**src/rtl/alu_pkg.sv**
```systemverilog
// Shared ALU definitions: FSM state encoding and default widths for the
// iterative adder controller and its HalfAdder datapath.
package alu_pkg;

  localparam int ALU_WIDTH = 32;
  localparam int CNT_WIDTH = 6;

  typedef enum logic {
    ST_IDLE = 1'b0,
    ST_CALC = 1'b1
  } state_t;

endpackage

```
**src/rtl/ha_iter_adder_ctrl_halfadder.sv**
```systemverilog
// Combinational WIDTH-bit half adder: bitwise sum and raw (unshifted) carry
// vectors. The controller iterates it to build a full adder.
module HalfAdder #(
  parameter int WIDTH = 32
) (
  input  logic [WIDTH-1:0] A,
  input  logic [WIDTH-1:0] B,
  output logic [WIDTH-1:0] Sum,
  output logic [WIDTH-1:0] Carry
);

  assign Sum   = A ^ B;
  assign Carry = A & B;

endmodule

```
**src/rtl/ha_iter_adder_ctrl.sv**
```systemverilog
// Iterative adder controller: repeats S^C / (S&C)<<1 through the HalfAdder
// until the carry vector is zero. Optional Overflow port via HA_ITER_OVERFLOW_EN.
module ha_iter_adder_ctrl
  import alu_pkg::*;
#(
  parameter int WIDTH = ALU_WIDTH,
  parameter int CNT_W = CNT_WIDTH
) (
  input  logic             Clk,
  input  logic             Reset,
  input  logic             Start,
  input  logic [WIDTH-1:0] A,
  input  logic [WIDTH-1:0] B,
  output logic             Ready,
  output logic             Done,
  output logic [WIDTH-1:0] Sum,
  output logic             CarryOut,
  output logic [CNT_W-1:0] Iterations
`ifdef HA_ITER_OVERFLOW_EN
  ,
  output logic             Overflow
`endif
);

  state_t           r_state;
  state_t           w_nextState;
  logic             w_load;
  logic             w_step;
  logic             w_finish;

  logic [WIDTH-1:0] r_s;
  logic [WIDTH-1:0] r_c;
  logic [CNT_W-1:0] r_cnt;
  logic             r_carryAcc;
  logic [WIDTH-1:0] w_haSum;
  logic [WIDTH-1:0] w_haCarry;

`ifdef HA_ITER_OVERFLOW_EN
  logic             r_signA;
  logic             r_signB;
`endif

  HalfAdder #(.WIDTH(WIDTH)) uHalfAdder (
    .A     (r_s),
    .B     (r_c),
    .Sum   (w_haSum),
    .Carry (w_haCarry)
  );

  always_ff @(posedge Clk or posedge Reset) begin
    if (Reset) r_state <= ST_IDLE;
    else       r_state <= w_nextState;
  end

  // CALC finishes on the first edge that sees an all-zero carry vector.
  always_comb begin
    w_nextState = r_state;
    w_load      = 1'b0;
    w_step      = 1'b0;
    w_finish    = 1'b0;
    case (r_state)
      ST_IDLE: begin
        if (Start) begin
          w_load      = 1'b1;
          w_nextState = ST_CALC;
        end
      end
      ST_CALC: begin
        if (r_c != '0) begin
          w_step = 1'b1;
        end else begin
          w_finish    = 1'b1;
          w_nextState = ST_IDLE;
        end
      end
      default: w_nextState = ST_IDLE;
    endcase
  end

  assign Ready = (r_state == ST_IDLE);

  always_ff @(posedge Clk or posedge Reset) begin
    if (Reset) begin
      r_s        <= '0;
      r_c        <= '0;
      r_cnt      <= '0;
      r_carryAcc <= 1'b0;
      Done       <= 1'b0;
      Sum        <= '0;
      CarryOut   <= 1'b0;
      Iterations <= '0;
`ifdef HA_ITER_OVERFLOW_EN
      r_signA    <= 1'b0;
      r_signB    <= 1'b0;
      Overflow   <= 1'b0;
`endif
    end else begin
      Done <= w_finish;
      if (w_load) begin
        r_s        <= A;
        r_c        <= B;
        r_cnt      <= '0;
        r_carryAcc <= 1'b0;
`ifdef HA_ITER_OVERFLOW_EN
        r_signA    <= A[WIDTH-1];
        r_signB    <= B[WIDTH-1];
`endif
      end
      // A carry leaving the MSB only feeds the carry-out, never S.
      if (w_step) begin
        r_s        <= w_haSum;
        r_c        <= {w_haCarry[WIDTH-2:0], 1'b0};
        r_cnt      <= r_cnt + CNT_W'(1);
        r_carryAcc <= r_carryAcc | w_haCarry[WIDTH-1];
      end
      if (w_finish) begin
        Sum        <= r_s;
        CarryOut   <= r_carryAcc;
        Iterations <= r_cnt;
`ifdef HA_ITER_OVERFLOW_EN
        Overflow   <= (r_signA == r_signB) && (r_s[WIDTH-1] != r_signA);
`endif
      end
    end
  end

endmodule
```
**config.mk**
```make
export PLATFORM = sky130hd
export DESIGN_NAME = ha_iter_adder_ctrl
export DESIGN_NICKNAME = d
export VERILOG_FILES = /design/src/rtl/alu_pkg.sv /design/src/rtl/ha_iter_adder_ctrl_halfadder.sv /design/src/rtl/ha_iter_adder_ctrl.sv
export SDC_FILE = /design/constraint.sdc
export NUM_CORES = 1
export LEC_CHECK = 0
export CORE_MARGIN = 3
export CORE_UTILIZATION = 47
export DETAILED_ROUTE_END_ITERATION = 16
export HOLD_SLACK_MARGIN = 0.06
export PLACE_DENSITY = 0.77
export REMOVE_ABC_BUFFERS = 1
export SKIP_CTS_REPAIR_TIMING = 1
export SLEW_MARGIN = 10
export SYNTH_ARGS = -nofsm -noshare
export SYNTH_HDL_FRONTEND = slang
export SYNTH_SLANG_ARGS = --single-unit
```
**constraint.sdc**
```tcl
create_clock -name Clk -period 3.9 [get_ports Clk]
set_input_delay 0.78 -clock Clk [delete_from_list [all_inputs] [get_ports Clk]]
set_output_delay 0.78 -clock Clk [all_outputs]
set_load 0.02 [all_outputs]
```
* Yosys cells after proc, flatten, opt, wreduce, memory -nomap -nowiden
Cells that the tools add are included.
** Storage, ports and cells
- Output and inout bits :: 41
- Register bits after elaboration :: 112
- Input bits :: 67
- Word-level logic and storage cells :: 31
** Operators by class
- Reductions and logical operators :: 2
- Add/sub/neg operators :: 1
- Muxes and demuxes :: 15
- Bitwise gates (word level) :: 4
** Operators by type and width (number)
- 32-bit two-way mux :: 4
- 32-bit bitwise AND :: 1
- 32-bit nonzero test :: 1
- 32-bit XOR :: 1
- 6-bit two-way mux :: 2
- 1-bit two-way mux :: 8
- 6-bit by 1-bit adder with 6-bit output, second input constant :: 1
- 1-bit one-hot mux with 2 select lines :: 1
- 2-bit nonzero test :: 1
- 1-bit NOT :: 1
- 1-bit bitwise OR :: 1

* Depth between registers and ports, before layout
Gate-level depths: netlist of the first run.
- Depth after elaboration :: 4
- Mapped depth :: 6
- Depth with buffers taken out :: 4

* Modules after synthesis
Synthesis of the first run repeated with hierarchy kept, for this count alone.
** Unflattened totals
- Cells, all modules :: 428
- Area total of the unflattened synthesis :: 5341.4 um2
** By module, submodules not included
- ha_iter_adder_ctrl :: area an instance 4941.0 um2, sequential area each 2802.7 um2, instances 1, cells an instance 396
- HalfAdder :: area an instance 400.4 um2, sequential area each 0.0 um2, instances 1, cells an instance 32

* Worst setup path after synthesis of the first run
Ideal clock, no wire load.
- Kind :: input port to flip-flop
- Start point :: in Start
- End point :: reg r_s[10]
- Setup time :: 0.065 ns
- Buffers on the path :: 2
- Setup slack :: 1.895 ns
- Data arrival time :: 1.940 ns
- Data required time :: 3.835 ns
- Cell stages on the path :: 5
- Cell sequence :: clkbuf_1 nor2_1 a41oi_1 buf_2 o221a_2
** On the way
- Word-level cells in the longest chain between the ends :: 3
** Ends and longest elaborated chain
- start: declaration :: RTL line ha_iter_adder_ctrl.sv:11 : input logic Start,
- 1-bit two-way mux :: RTL line ha_iter_adder_ctrl.sv:63 : if (Start) begin
- 1-bit two-way mux :: RTL line ha_iter_adder_ctrl.sv:61 : case (r_state)
- 2-bit nonzero test (no line)
- end signal: assignment :: RTL line ha_iter_adder_ctrl.sv:111 : r_s <= w_haSum;
- end: declaration :: RTL line ha_iter_adder_ctrl.sv:31 : logic [WIDTH-1:0] r_s;
Every way passes these cells.
A chain may end at the register's enable or synchronous reset.

* Worst setup path in the final report of the first run
- Start point :: reg r_state
- End point :: out Ready
** On the way
- Word-level cells in the longest chain between the ends :: 1
** Ends and longest elaborated chain
- start: declaration :: RTL line ha_iter_adder_ctrl.sv:25 : state_t r_state;
- start signal: assignment :: RTL line ha_iter_adder_ctrl.sv:52 : else r_state <= w_nextState;
- 1-bit NOT
- end: declaration :: RTL line ha_iter_adder_ctrl.sv:14 : output logic Ready,
Every way passes these cells.

==> results of run 1 <==
[per-layer routing]
metal	global-route usage (%)	vias to the layer above	routed length [um]	part of all wire [%]
met5	0	-	0	0
met1	27.4	1943	5630	44
met2	32.7	117	6130	48
met3	4.69	23	727	5.7
li1	-	1818	-	-
met4	7.29	0	246	1.9
[worst max path at each step]
stage	start	to	slack, ps	cells after the start
after global routing	r_state$_DFF_PP0_	Ready	630	2
final	r_state$_DFF_PP0_	Ready	760	2
after floorplan	r_state$_DFF_PP0_	Iterations[3]$_DFFE_PP0P_	-420	3
after detailed placement	r_state$_DFF_PP0_	Ready	1160	2
after CTS	r_state$_DFF_PP0_	Ready	790	2
after global placement	r_state$_DFF_PP0_	Ready	1210	2
[layout make-up]
type	count	area, sq um	share of cell area, %
Sequential cell	112	2810	41.1
Multi-Input combinational cell	279	2410	35.3
Timing Repair Buffer	116	1130	16.6
Clock buffer	10	229	3.36
Tap cell	140	175	2.57
Clock inverter	4	47.5	0.697
Inverter	6	25.0	0.367
[sequential cells by signal, indices dropped and copies added (netlist names)]
| signal | cells |
|---|---|
| r_state | 1 |
| Sum | 32 |
| r_cnt | 6 |
| Done | 1 |
| r_carryAcc | 1 |
| Iterations | 6 |
| r_s | 32 |
| r_c | 32 |
| CarryOut | 1 |
[per-stage QoR]
step | total power, mW | util [%]
CTS | 6.13 | 62.1
floorplan | 3.99 | -
detailed placement | 5.23 | 59.6
global route | 6.47 | 62.1
finish | 6.07 | 62.1
global placement | 5.07 | 59.6
[power groups by stage]
stage	combinational, mW	clock, mW	sequential [mW]
after global placement	2.92	0	2.15
after detailed placement	3.05	0	2.18
after floorplan	1.69	0	2.30
final	3.03	0.883	2.16
after CTS	3.07	0.900	2.16
after global routing	3.28	0.944	2.24
[cells in the final DEF (no fill, tap or decap), types with 2 or more instances in the layout]
cell             count
o311ai_0             3
nor4_1               7
o221a_1              2
buf_4                9
nand2_1             37
mux2i_1             36
nand3_1              2
nor2_1               7
ha_1                33
mux2_1              39
or3_1               31
clkdlybuf4s50_1    106
and3_1               3
clkbuf_16            9
o221a_2             29
nand4_1              2
o22ai_1             32
inv_1                5
a21oi_1              2
dfrtp_1            111
o211ai_1             2
clkinv_2             2
[cells by family (layout without fill, tap and decap cells)]
logic type               Yosys count  after routing  share of synthesized area, %
flip-flops                       112            112                          52.4
multiplexers                      75             75                          15.0
AND/OR/NAND/NOR                   95             95                          9.52
buffers and inverters             38            136                          3.16
adder cells (fa/ha/maj)           33             33                          7.72
AO/OA/AOI/OAI                     76             76                          12.2
[critical path: stages, from the launching register on]
cell and delay [ps]:
dfrtp_4 1100, inv_1 270, clkdlybuf4s50_1 620
==> metrics.md, run 1 <==
| Metric | Value |
|---|---|
| Run status | `completed` |
| Max-slew violation total from the final report | `0` |
| Die height | `113 um` |
| Post-synth EDFFs | `0` |
| Diode count | `0` |
| PwrDens | `890 nW/um^2` |
| Fin crit period | `3140 ps` |
| Number of vias per cell | `5.85` |
| Hold Violations, Final | `0` |
| Fin crit share | `80.5%` |
| Worst flop-to-flop path endpoint | `Sum[12]$_DFFE_PP0P_` |
| Synth Area per Inst | `12.5 sq um` |
| Reg2Reg Launch Point | `r_state$_DFF_PP0_` |
| ANT nets after route | `0` |
| Clock Sinks | `112` |
| CP Data Arrival Time | `2360 ps` |
| Reg-to-reg setup timing slack | `1120 ps` |
| #FFs+latches synth | `112` |
| Post-synth top cells | `dfrtp_1, mux2_1, nand2_1, mux2i_1, ha_1` |
| Wire length per cell | `19.1 um` |
| Root buf cell | `clkbuf_16` |
| WP data required | `3120 ps` |
| Drt total wl | `12,700 um` |
| Largest net degree at the start of global routing | `109` |
| Global-route wire length before repair | `20,800 um` |
| Comb pwr share | `49.9%` |
| Via Count | `3,901` |
| Min Hold Slack | `485 ps` |
| DIE WIDTH | `113 um` |
| HP Class | `reg -> reg` |
| WHS Endpoint | `Sum[19]$_DFFE_PP0P_` |
| Place WS | `1160 ps` |
| Sw power | `2.42 mW` |
| Clock Latency Late Sink | `340 ps` |
| Worst vdd ir | `449 uV` |
| Register area share after synthesis | `52.4%` |
| DIE AREA | `12,700 sq um` |
| Reg power frac | `35.6%` |
| Slew HR | `26.8%` |
| MaxCap Viol Count | `0` |
| Clock share of power | `14.6%` |
| FF-to-FF path depth | `4` |
| # IOs | `108` |
| Synth Cell Area | `5350 sq um` |
| Cell Count, Final, Fillers Out | `667` |
| Post-DP Area | `6550 sq um` |
| Cell Rows | `38` |
| Sw frac | `39.9%` |
| Starting Density | `48.7%` |
| Most numerous cell in the Yosys netlist | `dfrtp_1` |
| Core area | `11,000 sq um` |
| Max Clock Freq | `0.318 GHz` |
| Post-Layout Inst Area | `6820 sq um` |
| CTS tree | `done` |
| RSZ-0062 raised after global routing | `false` |
| Area contributors post-synth | `dfrtp_1, mux2_1, ha_1, mux2i_1, o221a_2` |
| Gpl congestion | `0.813` |
| Vias in the first global route | `4,166` |
| Gr usage total | `20.4%` |
| CP max FO | `108` |
| Cts bufs inserted | `9` |
| Hold Crit Start | `Sum[19]$_DFFE_PP0P_` |
| Initial antenna violation count | `0` |
| 1st-iter DRT viols | `215` |
| Setup CP Type | `reg -> out` |
| Post-synth top area cell | `dfrtp_1` |
| Setup ws final | `760 ps` |
| Clock H-tree levels | `3` |
| DR pass1 iterations | `4` |
| Worst Max-Slew Pin Slew | `1100 ps` |
| Pint | `3.65 mW` |
| Ys Warns | `0` |
| Final Net Count | `624` |
| Leakage | `2.88 nW` |
| Area delta synth->final | `27.6%` |
| Final setup vio count | `0` |
| CTS Buffer Depth | `2` |
| Startpoint Class | `register` |
| Clock transition at path regs | `70 ps` |
| Grt total ovfl | `0` |
| Setup TNS | `0 ps` |
| Placed cell count | `653` |
| Dpl hpwl | `8610 um` |
| Area share of the largest cell type after synthesis | `52.4%` |
| Drt drc | `0` |
| Count of unique library cells instantiated by Yosys | `34` |
| Worst-case clock skew | `11.6 ps` |
| Asr flop ratio synth | `100%` |
| Synth Flop Type | `dfrtp_1` |
| Fraction of layout instances using a drive strength above 1 | `11.4%` |
| Hold depth | `1` |
| Port Buffers | `107` |
| Layout fillers | `889` |
| Setup crit end kind | `output port` |
| Synth Instances | `429` |
No activity file was read; power rests on OpenSTA's default activity.
==> inputs of run 2 (changes only) <==
- clock period: 3.9 -> 2.6 ns (I/O delays scaled with it)
==> metrics.md, run 2 (synthesis results as in run 1) <==
| Metric | Value |
|---|---|
| CP delay by family, top | `buffers and inverters` |
| Global-route wire length before repair | `20,700 um` |
| Min Hold Slack | `408 ps` |
| Dpl hpwl | `8760 um` |
| # IOs | `108` |
| Port Buffers | `107` |
| Drt total wl | `12,700 um` |
| Largest net degree at the start of global routing | `95` |
| Initial antenna violation count | `0` |
| Sw power | `3.73 mW` |
| Startpoint Class | `register` |
| 1st-iter DRT viols | `258` |
| FF-to-FF path depth | `5` |
| Cts bufs inserted | `9` |
| DR pass1 iterations | `4` |
| ANT nets after route | `0` |
| CTS Buffer Depth | `2` |
| Reg-to-reg setup timing slack | `350 ps` |
| Layout Utilization | `63.0%` |
| DIE AREA | `12,700 sq um` |
| Setup TNS | `0 ps` |
| Setup crit end kind | `output port` |
| Crit-path cells | `inv_1, clkdlybuf4s50_1` |
| Starting Density | `48.7%` |
| Run status | `completed` |
| MaxCap Viol Count | `0` |
| Gpl congestion | `0.834` |
| Worst-case clock skew | `10.2 ps` |
| Worst flop-to-flop path endpoint | `Sum[4]$_DFFE_PP0P_` |
| Clock share of power | `14.2%` |
| Cell Count, Final, Fillers Out | `677` |
| Clock Latency Late Sink | `350 ps` |
| Via Count | `3,975` |
| Number of vias per cell | `5.87` |
| Worst Max-Slew Pin Slew | `837 ps` |
| CP Data Arrival Time | `1750 ps` |
| Multi-input logic area | `2410 sq um` |
| PwrDens | `1340 nW/um^2` |
| DIE WIDTH | `113 um` |
| Sw frac | `40.2%` |
| Vias in the first global route | `4,052` |
| Register area | `2810 sq um` |
| Hold Violations, Final | `0` |
| Comb pwr share | `51.7%` |
| WP data required | `2080 ps` |
| Worst vdd ir | `818 uV` |
| Cell Rows | `38` |
| Area delta synth->final | `29.3%` |
| Gr usage total | `20.4%` |
| Most frequent cells in the layout | `dfrtp_1, clkdlybuf4s50_1, mux2_1` |
| Crit-path slowest cell | `clkdlybuf4s50_1` |
| Grt total ovfl | `0` |
| CP max FO | `15` |
| HP Class | `in -> async` |
| RSZ-0062 raised after global routing | `false` |
| CTS tree | `done` |
| Clock Sinks | `112` |
| Layout fillers | `893` |
| Max-slew violation total from the final report | `0` |
| Pint | `5.54 mW` |
| Leakage | `2.93 nW` |
| Reg2Reg Launch Point | `r_c[6]$_DFFE_PP0P_` |
| Core area | `11,000 sq um` |
| Fraction of layout instances using a drive strength above 1 | `13.2%` |
| Commonest non-fill, non-tap cell in the layout | `dfrtp_1` |
| Die height | `113 um` |
| Wire length per cell | `18.8 um` |
| Max incr delay on CP | `640 ps` |
| Reg power frac | `34.2%` |
| Final Net Count | `632` |
| Drt drc | `0` |
| Fin crit period | `2270 ps` |
| Root buf cell | `clkbuf_16` |
| Fin crit share | `87.5%` |
| Clock transition at path regs | `80 ps` |
| Placed cell count | `661` |
| Largest regs | `Sum: 32 flops, r_c: 32 flops, r_s: 32 flops` |
| Critical path buffers and inverters | `2` |
| Setup CP Type | `reg -> out` |
| Max Clock Freq | `0.440 GHz` |
| Slew HR | `44.2%` |
| Clock H-tree levels | `3` |
| Final setup vio count | `0` |
| Diode count | `0` |
-- run 2: cell count changes in the layout (fill, tap and decap cells not counted) --
cell       change
buf_12         +2
buf_4          +6
bufinv_16      -1
clkbuf_1       -1
clkinv_2       -1
clkinv_4       +3
inv_6          +2
-- run 2: worst max path at each step --
stage | end | start | slack, ps | cells past startpoint
6_report | Ready | r_state$_DFF_PP0_ | 330 | 2
5_1_grt | Sum[6]$_DFFE_PP0P_ | r_c[1]$_DFFE_PP0P_ | 120 | 5
4_1_cts | Ready | r_state$_DFF_PP0_ | 330 | 2
3_5_place_dp | Sum[3]$_DFFE_PP0P_ | r_c[20]$_DFFE_PP0P_ | 400 | 5
3_3_place_gp | Sum[9]$_DFFE_PP0P_ | r_c[20]$_DFFE_PP0P_ | 460 | 5
2_1_floorplan | Iterations[0]$_DFFE_PP0P_ | r_state$_DFF_PP0_ | -1720 | 3
-- run 2: worst reg2reg max path: stages (launching register included) --
cell	delay, ps
dfrtp_1	410
nor4_1	480
nand3_2	180
nor4_4	290
buf_4	400
mux2_1	370
-- run 2: per-layer routing --
layer,wire [um],global-route usage (%),up-vias
met2,5970,32.1,141
met4,207,7.85,0
li1,-,-,1839
met1,5730,28.3,1981
met5,0,0,-
met3,790,3.67,14
-- run 2: power by group through the flow --
| stage | Combinational (mW) | Clock (mW) | Sequential, mW |
|---|---|---|---|
| 2_1_floorplan | 2.53 | 0 | 3.44 |
| 3_3_place_gp | 4.67 | 0 | 3.15 |
| 3_5_place_dp | 4.81 | 0 | 3.19 |
| 4_1_cts | 4.84 | 1.33 | 3.16 |
| 5_1_grt | 5.25 | 1.41 | 3.27 |
| 6_report | 4.79 | 1.31 | 3.17 |
-- run 2: final cells by class --
type | count | area share, %
sequential | 112 | 40.6
multi-input combinational | 279 | 34.8
timing repair buffer | 124 | 17.6
clock buffer | 9 | 3.26
tap | 140 | 2.53
clock inverter | 7 | 0.814
inverter | 6 | 0.362
-- run 2: stage by stage --
stage | cell area (sq um) | power (mW) | setup WS [ps]
6_report | 6910 | 9.26 | 326
3_3_place_gp | 6630 | 7.82 | 456
2_1_floorplan | 5200 | 5.97 | -1720
5_1_grt | 6910 | 9.92 | 119
4_1_cts | 6910 | 9.33 | 331
3_5_place_dp | 6630 | 8.00 | 397
